## src/rtl/round_referee_pkg.sv

```systemverilog
// rtl/round_referee_pkg.sv - shared types, constants and helpers for the reaction-game referee
package round_referee_pkg;

    typedef enum logic [2:0] {
        ST_IDLE = 3'd0,
        ST_WAIT = 3'd1,
        ST_GO   = 3'd2,
        ST_WIN1 = 3'd3,
        ST_WIN2 = 3'd4
    } state_t;

    localparam logic [7:0] LFSR_SEED = 8'hA5;
    // Taps 8,6,5,4 expressed as bit positions 7,5,4,3
    localparam logic [7:0] LFSR_TAPS = 8'hB8;

    // Fibonacci step: shift left, feed parity of tapped bits into bit 0
    function automatic logic [7:0] lfsr_next(input logic [7:0] value);
        return {value[6:0], ^(value & LFSR_TAPS)};
    endfunction

    // Bits needed to hold 0..max_val
    function automatic int cnt_width(input int max_val);
        return (max_val < 2) ? 1 : $clog2(max_val + 1);
    endfunction

endpackage

```

## src/rtl/round_referee_btn_sync_edge.sv

```systemverilog
// rtl/round_referee_btn_sync_edge.sv - button synchroniser with rising-edge press detect
module btn_sync_edge #(
    parameter int SYNC_STAGES = 2
) (
    input  logic clk,
    input  logic reset,
    input  logic btn_in,
    output logic press_out
);

    logic [SYNC_STAGES-1:0] r_sync;
    logic                   r_prev;

    // Shift the raw button through the synchroniser and remember the last settled level
    always_ff @(posedge clk or posedge reset) begin
        if (reset) begin
            r_sync <= '0;
            r_prev <= 1'b0;
        end else begin
            r_sync <= {r_sync[SYNC_STAGES-2:0], btn_in};
            r_prev <= r_sync[SYNC_STAGES-1];
        end
    end

    // A held button yields exactly one press: only the low-to-high transition counts
    assign press_out = r_sync[SYNC_STAGES-1] & ~r_prev;

endmodule

```

## src/rtl/round_referee.sv

```systemverilog
// rtl/round_referee.sv - reaction-game referee: round sequencing and winner levels
module round_referee
    import round_referee_pkg::*;
#(
    parameter int CLOCK_FREQ       = 12000000,
    parameter int TICK_COUNT       = CLOCK_FREQ / 100,
    parameter int MIN_DELAY_TICKS  = 50,
    parameter int GO_TIMEOUT_TICKS = 300,
    parameter int SYNC_STAGES      = 2
) (
    input  logic clk,
    input  logic reset,
    input  logic start_in,
    input  logic btn1_in,
    input  logic btn2_in,
    input  logic w_done_in,
    output logic go_led_out,
    output logic w1_out,
    output logic w2_out,
    output logic false_start_out,
    output logic tie_out,
    output logic busy_out
);

    localparam int PW = cnt_width(TICK_COUNT - 1);
    localparam int DW = cnt_width(MIN_DELAY_TICKS + 15);
    localparam int GW = cnt_width(GO_TIMEOUT_TICKS);

    state_t          r_state;
    logic [PW-1:0]   r_presc;
    logic [7:0]      r_lfsr;
    logic [DW-1:0]   r_delay;
    logic [GW-1:0]   r_go_cnt;
    logic            r_go_led;
    logic            r_w1;
    logic            r_w2;
    logic            r_false_start;
    logic            r_tie;
    logic            r_busy;
    logic            w_tick;
    logic            w_press1;
    logic            w_press2;

    btn_sync_edge #(.SYNC_STAGES(SYNC_STAGES)) u_sync1 (
        .clk       (clk),
        .reset     (reset),
        .btn_in    (btn1_in),
        .press_out (w_press1)
    );

    btn_sync_edge #(.SYNC_STAGES(SYNC_STAGES)) u_sync2 (
        .clk       (clk),
        .reset     (reset),
        .btn_in    (btn2_in),
        .press_out (w_press2)
    );

    assign w_tick = (r_presc == PW'(TICK_COUNT - 1));

    // Free-running prescaler; the tick is the clock in which it wraps
    always_ff @(posedge clk or posedge reset) begin
        if (reset) begin
            r_presc <= '0;
        end else if (w_tick) begin
            r_presc <= '0;
        end else begin
            r_presc <= r_presc + PW'(1);
        end
    end

    // Random source advances every clock so the wait length depends on when start arrives
    always_ff @(posedge clk or posedge reset) begin
        if (reset) begin
            r_lfsr <= LFSR_SEED;
        end else begin
            r_lfsr <= lfsr_next(r_lfsr);
        end
    end

    // Round FSM; presses are checked before counter expiry so a press always wins the race
    always_ff @(posedge clk or posedge reset) begin
        if (reset) begin
            r_state       <= ST_IDLE;
            r_delay       <= '0;
            r_go_cnt      <= '0;
            r_go_led      <= 1'b0;
            r_w1          <= 1'b0;
            r_w2          <= 1'b0;
            r_false_start <= 1'b0;
            r_tie         <= 1'b0;
            r_busy        <= 1'b0;
        end else begin
            r_false_start <= 1'b0;
            r_tie         <= 1'b0;
            case (r_state)
                ST_IDLE: begin
                    if (start_in) begin
                        r_state <= ST_WAIT;
                        r_delay <= DW'(MIN_DELAY_TICKS) + DW'(r_lfsr[3:0]);
                        r_busy  <= 1'b1;
                    end
                end
                ST_WAIT: begin
                    if (w_press1 && w_press2) begin
                        r_state       <= ST_IDLE;
                        r_false_start <= 1'b1;
                        r_tie         <= 1'b1;
                        r_busy        <= 1'b0;
                    end else if (w_press1) begin
                        r_state       <= ST_WIN2;
                        r_w2          <= 1'b1;
                        r_false_start <= 1'b1;
                    end else if (w_press2) begin
                        r_state       <= ST_WIN1;
                        r_w1          <= 1'b1;
                        r_false_start <= 1'b1;
                    end else if (r_delay == '0) begin
                        r_state  <= ST_GO;
                        r_go_cnt <= GW'(GO_TIMEOUT_TICKS);
                        r_go_led <= 1'b1;
                    end else if (w_tick) begin
                        r_delay <= r_delay - DW'(1);
                    end
                end
                ST_GO: begin
                    if (w_press1 && w_press2) begin
                        r_state  <= ST_IDLE;
                        r_tie    <= 1'b1;
                        r_go_led <= 1'b0;
                        r_busy   <= 1'b0;
                    end else if (w_press1) begin
                        r_state  <= ST_WIN1;
                        r_w1     <= 1'b1;
                        r_go_led <= 1'b0;
                    end else if (w_press2) begin
                        r_state  <= ST_WIN2;
                        r_w2     <= 1'b1;
                        r_go_led <= 1'b0;
                    end else if (r_go_cnt == '0) begin
                        r_state  <= ST_IDLE;
                        r_go_led <= 1'b0;
                        r_busy   <= 1'b0;
                    end else if (w_tick) begin
                        r_go_cnt <= r_go_cnt - GW'(1);
                    end
                end
                ST_WIN1, ST_WIN2: begin
                    if (w_done_in) begin
                        r_state <= ST_IDLE;
                        r_w1    <= 1'b0;
                        r_w2    <= 1'b0;
                        r_busy  <= 1'b0;
                    end
                end
                default: begin
                    r_state  <= ST_IDLE;
                    r_go_led <= 1'b0;
                    r_w1     <= 1'b0;
                    r_w2     <= 1'b0;
                    r_busy   <= 1'b0;
                end
            endcase
        end
    end

    assign go_led_out      = r_go_led;
    assign w1_out          = r_w1;
    assign w2_out          = r_w2;
    assign false_start_out = r_false_start;
    assign tie_out         = r_tie;
    assign busy_out        = r_busy;

endmodule
```

## config.mk

```make
export PLATFORM = sky130hd
export DESIGN_NAME = round_referee
export DESIGN_NICKNAME = d
export VERILOG_FILES = /design/src/rtl/round_referee_pkg.sv /design/src/rtl/round_referee_btn_sync_edge.sv /design/src/rtl/round_referee.sv
export SDC_FILE = /design/constraint.sdc
export NUM_CORES = 1
export LEC_CHECK = 0
export ABC_AREA = 0
export CORE_MARGIN = 2
export CORE_UTILIZATION = 60
export CTS_CLUSTER_SIZE = 40
export DETAILED_ROUTE_END_ITERATION = 6
export DONT_BUFFER_PORTS = 1
export MAX_ROUTING_LAYER = met4
export PLACE_DENSITY = 0.76
export RECOVER_POWER = 50
export SETUP_SLACK_MARGIN = 0.15
export SYNTH_ARGS = -nofsm -noshare
export SYNTH_HDL_FRONTEND = slang
export SYNTH_SLANG_ARGS = --single-unit
export TNS_END_PERCENT = 10
```

## constraint.sdc

```tcl
create_clock -name clk -period 2.95 [get_ports clk]
set_clock_uncertainty 0.1 [all_clocks]
set_input_delay 0.59 -clock clk [delete_from_list [all_inputs] [get_ports clk]]
set_output_delay 0.59 -clock clk [all_outputs]
set_load 0.01 [all_outputs]
```

==> run_results.csv, run 1 <==
group,metric,value,unit
power,p_leak,1.27,nW
detailed_routing,via_per_inst,6.40,
detailed_routing,via_count,2183,
place,io_buffers,0,
detailed_routing,drt_iter0_markers,234,
clock_network,clk_latency,0.31,ns
synthesis,ys.flop_type,"dfrtp_1",
critical_path,worstPathRequired,3.05,ns
clock_network,hold_buffers,0,
critical_path,worstPathCellList,"or4b_4, or4_1, nor3_1, nor3b_1, o21ai_0",
critical_path,r2r_slack,0.46,ns
detailed_routing,drt-pass1-iter-count,5,
final_layout,fin_area,0.00300,mm^2
floorplan,io_pins,12,
sta,setup_viol,0,
run_status,status,"completed",
synthesis,yosys-top-cells-area,"dfrtp_1, dfstp_2, nand3_1",
critical_path,critical_path_class,"register to register",
synthesis,synth_common_cells,"dfrtp_1, nor2_1, nand2_1, nand3_1, o21ai_0",
sta,drv_slew,0,
critical_path,worstPathArrival,2.59,ns
sta,setup_ws,0.460,ns
final_layout,finalNetCount,299,
place,placed_cells,333,
final_layout,area_growth,6.02,%
synthesis,synth-async-reset-ratio,100,%
floorplan,fp.dieW,72.7,um
clock_network,cts_buffers,5,
critical_path,endpoint,"r_go_cnt[7]$_DFFE_PP0P_",
clock_network,cts_setup_buffers,0,
power,ir_drop,0.375,mV
synthesis,yosysMostFrequentCell,"dfrtp_1",
final_layout,n_antenna_cell,0,
synthesis,synth-edff-count,0,
final_layout,fin_cells,341,
clock_network,cts_tree,"built",
global_route,grt_pass1_vias,2112,
hold_path,hold_path.class,"input pin to register",
global_route,grt_max_degree,29,
detailed_routing,wl_per_cell,16.1,um
synthesis,post-synth-top-area-cell,"dfrtp_1",
final_layout,drive_gt1_share,7.96,%
sta,finalCritPeriodShare,84.4,%
detailed_routing,wl,5.50,mm
sta,relSlewSlack,34.8,%
global_route,grt_overflow_total,0,
global_route,grt.total_usage,24.2,%
floorplan,die_y,72.7,um
synthesis,syn_area,0.00283,mm^2
sta,finalSetupTns,0,ns
synthesis,netlist_instances,284,
critical_path,timing.rr.end,"r_go_cnt[7]$_DFFE_PP0P_",
synthesis,ys_seq_area_share,49.7,%
sta,hold_viol,0,
sta,worstMarginPinSlew,0.977,ns
synthesis,ys_ff_latch,56,
sta,max_freq,0.402,GHz
detailed_routing,drc_errors,0,
floorplan,start_util,63.6,%
critical_path,crit_path_max_fanout,10,
floorplan,dieArea,0.00528,mm^2
place,placed_area,0.00291,mm^2
detailed_routing,antenna_left,0,
clock_network,cts_sinks,56,
floorplan,coreArea,0.00444,mm^2
job,max-cap-violations,0,
clock_network,cts_max_path_buffers,2,
power,power_density,655,mW/mm^2
synthesis,synth_cell_types,54,
critical_path,reg2reg_depth,5,
critical_path,critPathMaxStageDelay,0.63,ns
critical_path,cp_slowest_cell,"or4_1",
synthesis,syn_avg_cell_area,9.96,um^2
synthesis,synth_top_area_share,46.0,%
sta,holdWs,0.196,ns
sta,rsz0062_at_grt,"false",
clock_network,clk_pin_slew,0.10,ns
place,post-place-ws,0.502,ns
synthesis,yosys_warnings,0,
global_route,antenna_found_initial,0,
clock_network,cts_root_buffer,"clkbuf_8",
global_route,grt_pass1_wl,9.64,mm
critical_path,critPathCaptureType,"register",
critical_path,r2r_start,"r_presc[9]$_DFF_PP0_",
floorplan,rows,24,
critical_path,cp-start-kind,"register",
clock_network,cts_max_level,2,
synthesis,synth_fp_nets,295,
place,hpwl,3.92,mm
place,gp_congestion,0.913,
critical_path,startpoint,"r_presc[9]$_DFF_PP0_",
sta,layout_min_cycle_time,2.49,ns
clock_network,cts_resized,0,
-- cells by family (layout without fill, tap and decap cells) --
family / Yosys count / count (layout) / share of synthesized area, %
XOR/XNOR: 16 / 16 / 4.96
AND/OR/NAND/NOR: 128 / 128 / 25.9
buffers and inverters: 18 / 23 / 2.43
AO/OA/AOI/OAI: 59 / 59 / 14.0
adder cells (fa/ha/maj): 5 / 5 / 2.21
multiplexers: 2 / 2 / 0.708
flip-flops: 56 / 56 / 49.7
-- report_power, final --
group | switching, mW | total [mW] | internal [mW] | leakage (nW)
clock | 0.261 | 0.437 | 0.175 | 0.0491
sequential | 0.119 | 0.971 | 0.852 | 0.701
combinational | 0.326 | 0.556 | 0.230 | 0.516
total | 0.707 | 1.96 | 1.26 | 1.27
-- worst min path at each step --
stage / startpoint / to / slack [ns] / depth (start not counted)
final: btn1_in / u_sync1.r_sync[0]$_DFF_PP0_ / 0.20 / 0
after global routing: btn1_in / u_sync1.r_sync[0]$_DFF_PP0_ / 0.17 / 0
after CTS: reset / r_lfsr[6]$_DFF_PP0_ / 0.11 / 1
after detailed placement: u_sync1.r_sync[0]$_DFF_PP0_ / u_sync1.r_sync[1]$_DFF_PP0_ / 0.24 / 0
after global placement: u_sync1.r_sync[0]$_DFF_PP0_ / u_sync1.r_sync[1]$_DFF_PP0_ / 0.24 / 0
after floorplan: u_sync1.r_sync[0]$_DFF_PP0_ / u_sync1.r_sync[1]$_DFF_PP0_ / 0.23 / 0
-- layout make-up --
cell class	instances	area, um^2
well taps	52	65.1
multi-input cells	210	1350
fillers	366	1450
clock buffers	5	68.8
flip-flops and latches	56	1410
clock inverters	3	26.3
repair buffers	8	52.6
inverters	7	26.3
-- routing by layer --
| metal | track usage, % | part of all wire [%] | vias to the layer above |
|---|---|---|---|
| met2 | 35.9 | 46 | 72 |
| met1 | 33.4 | 47 | 1049 |
| met3 | 4.28 | 4.8 | 8 |
| met4 | 9.47 | 1.2 | 0 |
| met5 | - | 0 | - |
| li1 | - | - | 1054 |
-- placed cells by master, fill, tap and decap left out, types with 5 or more instances in the layout --
cell and instances:
dfrtp_1 52, nor2_1 22, nand2_1 21, nand3_1 17, o21ai_0 14, nand4_1 10, nand2b_1 9, nor4_1 9
xnor2_1 9, nor3_1 8, a21oi_1 7, inv_1 7, xor2_1 7, buf_4 6, a31oi_1 5, o22ai_1 5
nor2b_1 5, a211oi_1 5, ha_1 5, clkbuf_8 5
-- critical path: cells and delay by family, from the launching register on --
kind / cells / cell delay (ns)
flops: 1 / 0.45
compound gates: 1 / 0.09
simple gates: 4 / 1.74
-- sequential cells by signal, summed over array words and instances (netlist names) --
| register | flops |
|---|---|
| u_sync2.r_prev | 1 |
| r_go_cnt | 9 |
| busy_out | 1 |
| false_start_out | 1 |
| w2_out | 1 |
| u_sync2.r_sync | 2 |
| u_sync1.r_sync | 2 |
| go_led_out | 1 |
| r_delay | 7 |
| w1_out | 1 |
| r_state | 3 |
| r_presc | 17 |
| u_sync1.r_prev | 1 |
| tie_out | 1 |
| r_lfsr | 8 |
-- metrics by stage --
stage                     utilization [%]  power [mW]
after floorplan                         -        1.40
after global placement               65.5        1.53
after detailed placement             65.5        1.54
after CTS                            67.6        1.97
after global routing                 67.5        2.09
final                                67.5        1.96
No activity file was read; power rests on OpenSTA's default activity.
==> inputs of run 2 (changes only) <==
Clock period 2.95 ns to 2.5 ns, I/O delays scaled along.
==> run_results.csv, run 2 (synthesized netlist as in run 1, its figures left out) <==
group,metric,value,unit
run_status,status,"completed",
final_layout,final_cell_mix,"dfrtp_1, nor2_1, nand2_1",
global_route,antenna_found_initial,0,
global_route,grt_overflow_total,0,
detailed_routing,drt-pass1-iter-count,4,
critical_path,critPathCaptureType,"register",
clock_network,cts_root_buffer,"clkbuf_8",
detailed_routing,wl,5.64,mm
critical_path,path_delay_family,"simple AND/OR/NAND/NOR gates",
critical_path,crit_path_max_fanout,10,
sta,layout_min_cycle_time,2.35,ns
critical_path,worst-path-buf-inv,1,
detailed_routing,met1_length,2.70,mm
power,p_switching,0.816,mW
final_layout,n_fill_cell,347,
critical_path,cp-start-kind,"register",
sta,finalSetupTns,0,ns
final_layout,largest_reg_flops,17,
sta,worstMarginPinSlew,0.977,ns
global_route,grt_max_degree,28,
critical_path,cp_slowest_cell,"or4b_4",
detailed_routing,wl_per_cell,16.2,um
floorplan,coreArea,0.00444,mm^2
sta,rsz0062_at_grt,"true",
sta,max_freq,0.425,GHz
clock_network,cts_sinks,56,
sta,setup_viol,0,
job,max-cap-violations,0,
clock_network,cts_max_path_buffers,2,
clock_network,cts_buffers,5,
global_route,grt_pass1_vias,2086,
final_layout,top_regs,"r_presc x17, r_go_cnt x9, r_lfsr x8",
clock_network,cts_max_level,2,
detailed_routing,dr_wl_met3,175,um
clock_network,cts_tree,"built",
power,power.share.clock,22.1,%
final_layout,n_antenna_cell,0,
place,hpwl,4.06,mm
final_layout,finalNetCount,305,
sta,relSlewSlack,34.8,%
global_route,grt_pass1_wl,9.94,mm
power,ir_drop,0.458,mV
detailed_routing,drc_errors,0,
clock_network,clk_pin_slew,0.09,ns
final_layout,area_growth,8.72,%
hold_path,hold_path.class,"input pin to register",
critical_path,worstPathCellList,"or4b_4, or4_1, buf_4, nor4_1, nand2b_1, a31oi_1",
sta,hold_viol,0,
floorplan,dieArea,0.00528,mm^2
global_route,grt.total_usage,24.8,%
sta,finalCritPeriodShare,94.1,%
critical_path,critical_path_class,"register to register",
power,pwr-share-seq,48.6,%
critical_path,worstPathArrival,2.43,ns
floorplan,rows,24,
detailed_routing,drt_iter0_markers,153,
detailed_routing,antenna_left,0,
power,power_density,759,mW/mm^2
floorplan,die_y,72.7,um
sta,drv_slew,0,
power,internal-power,1.52,mW
detailed_routing,wl_met2,2.73,mm
power,p_total,2.33,mW
detailed_routing,via_per_inst,6.25,
floorplan,start_util,63.6,%
power,p_comb_share,29.3,%
power,p_leak,1.29,nW
critical_path,critPathMaxStageDelay,0.56,ns
critical_path,worstPathRequired,2.57,ns
detailed_routing,via_count,2170,
power,p_sw_share,35.0,%
final_layout,drive_gt1_share,11.9,%
clock_network,clk_latency,0.31,ns
detailed_routing,highest_layer,"met4",
final_layout,top_register,"r_presc",
place,gp_congestion,0.934,
floorplan,io_pins,12,
final_layout,layout_commonest_cell,"dfrtp_1",
floorplan,fp.dieW,72.7,um
place,io_buffers,0,
run 2: power groups by stage:
stage	logic [mW]	clock network, mW	registers [mW]
floorplan	0.535	0	1.11
global placement	0.669	0	1.15
detailed placement	0.676	0	1.15
CTS	0.677	0.530	1.13
global route	0.770	0.557	1.16
finish	0.683	0.515	1.13
run 2: per-stage QoR:
stage | setup slack (ns) | instances | utilization [%] | area, um^2 | hold slack [ns]
CTS | 0.162 | 347 | 68.7 | 3050 | 0.0250
detailed placement | 0.180 | 339 | 66.5 | 2960 | 0.240
finish | 0.146 | 347 | 69.2 | 3070 | 0.116
global route | 0.0574 | 347 | 69.2 | 3070 | 0.0846
global placement | 0.230 | 339 | 66.5 | 2960 | 0.234
floorplan | 0.284 | 284 | - | 2830 | 0.231
run 2: worst paths after layout:
kind	cells past startpoint	to	slack (ns)	start
setup / recovery	6	r_go_cnt[4]$_DFFE_PP0P_	0.15	r_presc[9]$_DFF_PP0_
min in group asynchronous	1	r_delay[3]$_DFFE_PP0P_	0.20	reset
setup reg to reg	6	r_go_cnt[4]$_DFFE_PP0P_	0.15	r_presc[9]$_DFF_PP0_
max in group asynchronous	2	r_lfsr[4]$_DFF_PP0_	0.78	reset
hold / removal	0	u_sync1.r_sync[0]$_DFF_PP0_	0.12	btn1_in
hold reg to reg	0	u_sync1.r_sync[1]$_DFF_PP0_	0.25	u_sync1.r_sync[0]$_DFF_PP0_
run 2: per-layer routing:
metal	GRT usage, %	vias to the layer above
li1	-	1063
met1	35.0	1067
met2	37.8	36
met3	4.70	4
met4	5.56	0
met5	-	-
run 2: layout make-up:
cell class | count | area, um^2 | area share, %
sequential | 56 | 1410 | 45.8
multi-input combinational | 210 | 1380 | 44.9
timing repair buffer | 14 | 97.6 | 3.17
clock buffer | 6 | 82.6 | 2.69
tap | 52 | 65.1 | 2.12
inverter | 7 | 26.3 | 0.855
clock inverter | 2 | 15.0 | 0.488
run 2: repair_timing:
action                     in CTS  in global routing
setup buffers                   0                  0
setup endpoints to repair       0                 12
gates resized for setup         0                  8
hold buffers                    0                  0
run 2: worst reg2reg max path: stages (launching register included):
cell      delay [ns]
dfrtp_2         0.45
or4b_4          0.56
or4_1           0.40
buf_4           0.19
nor4_1          0.29
nand2b_1        0.15
a31oi_1         0.08
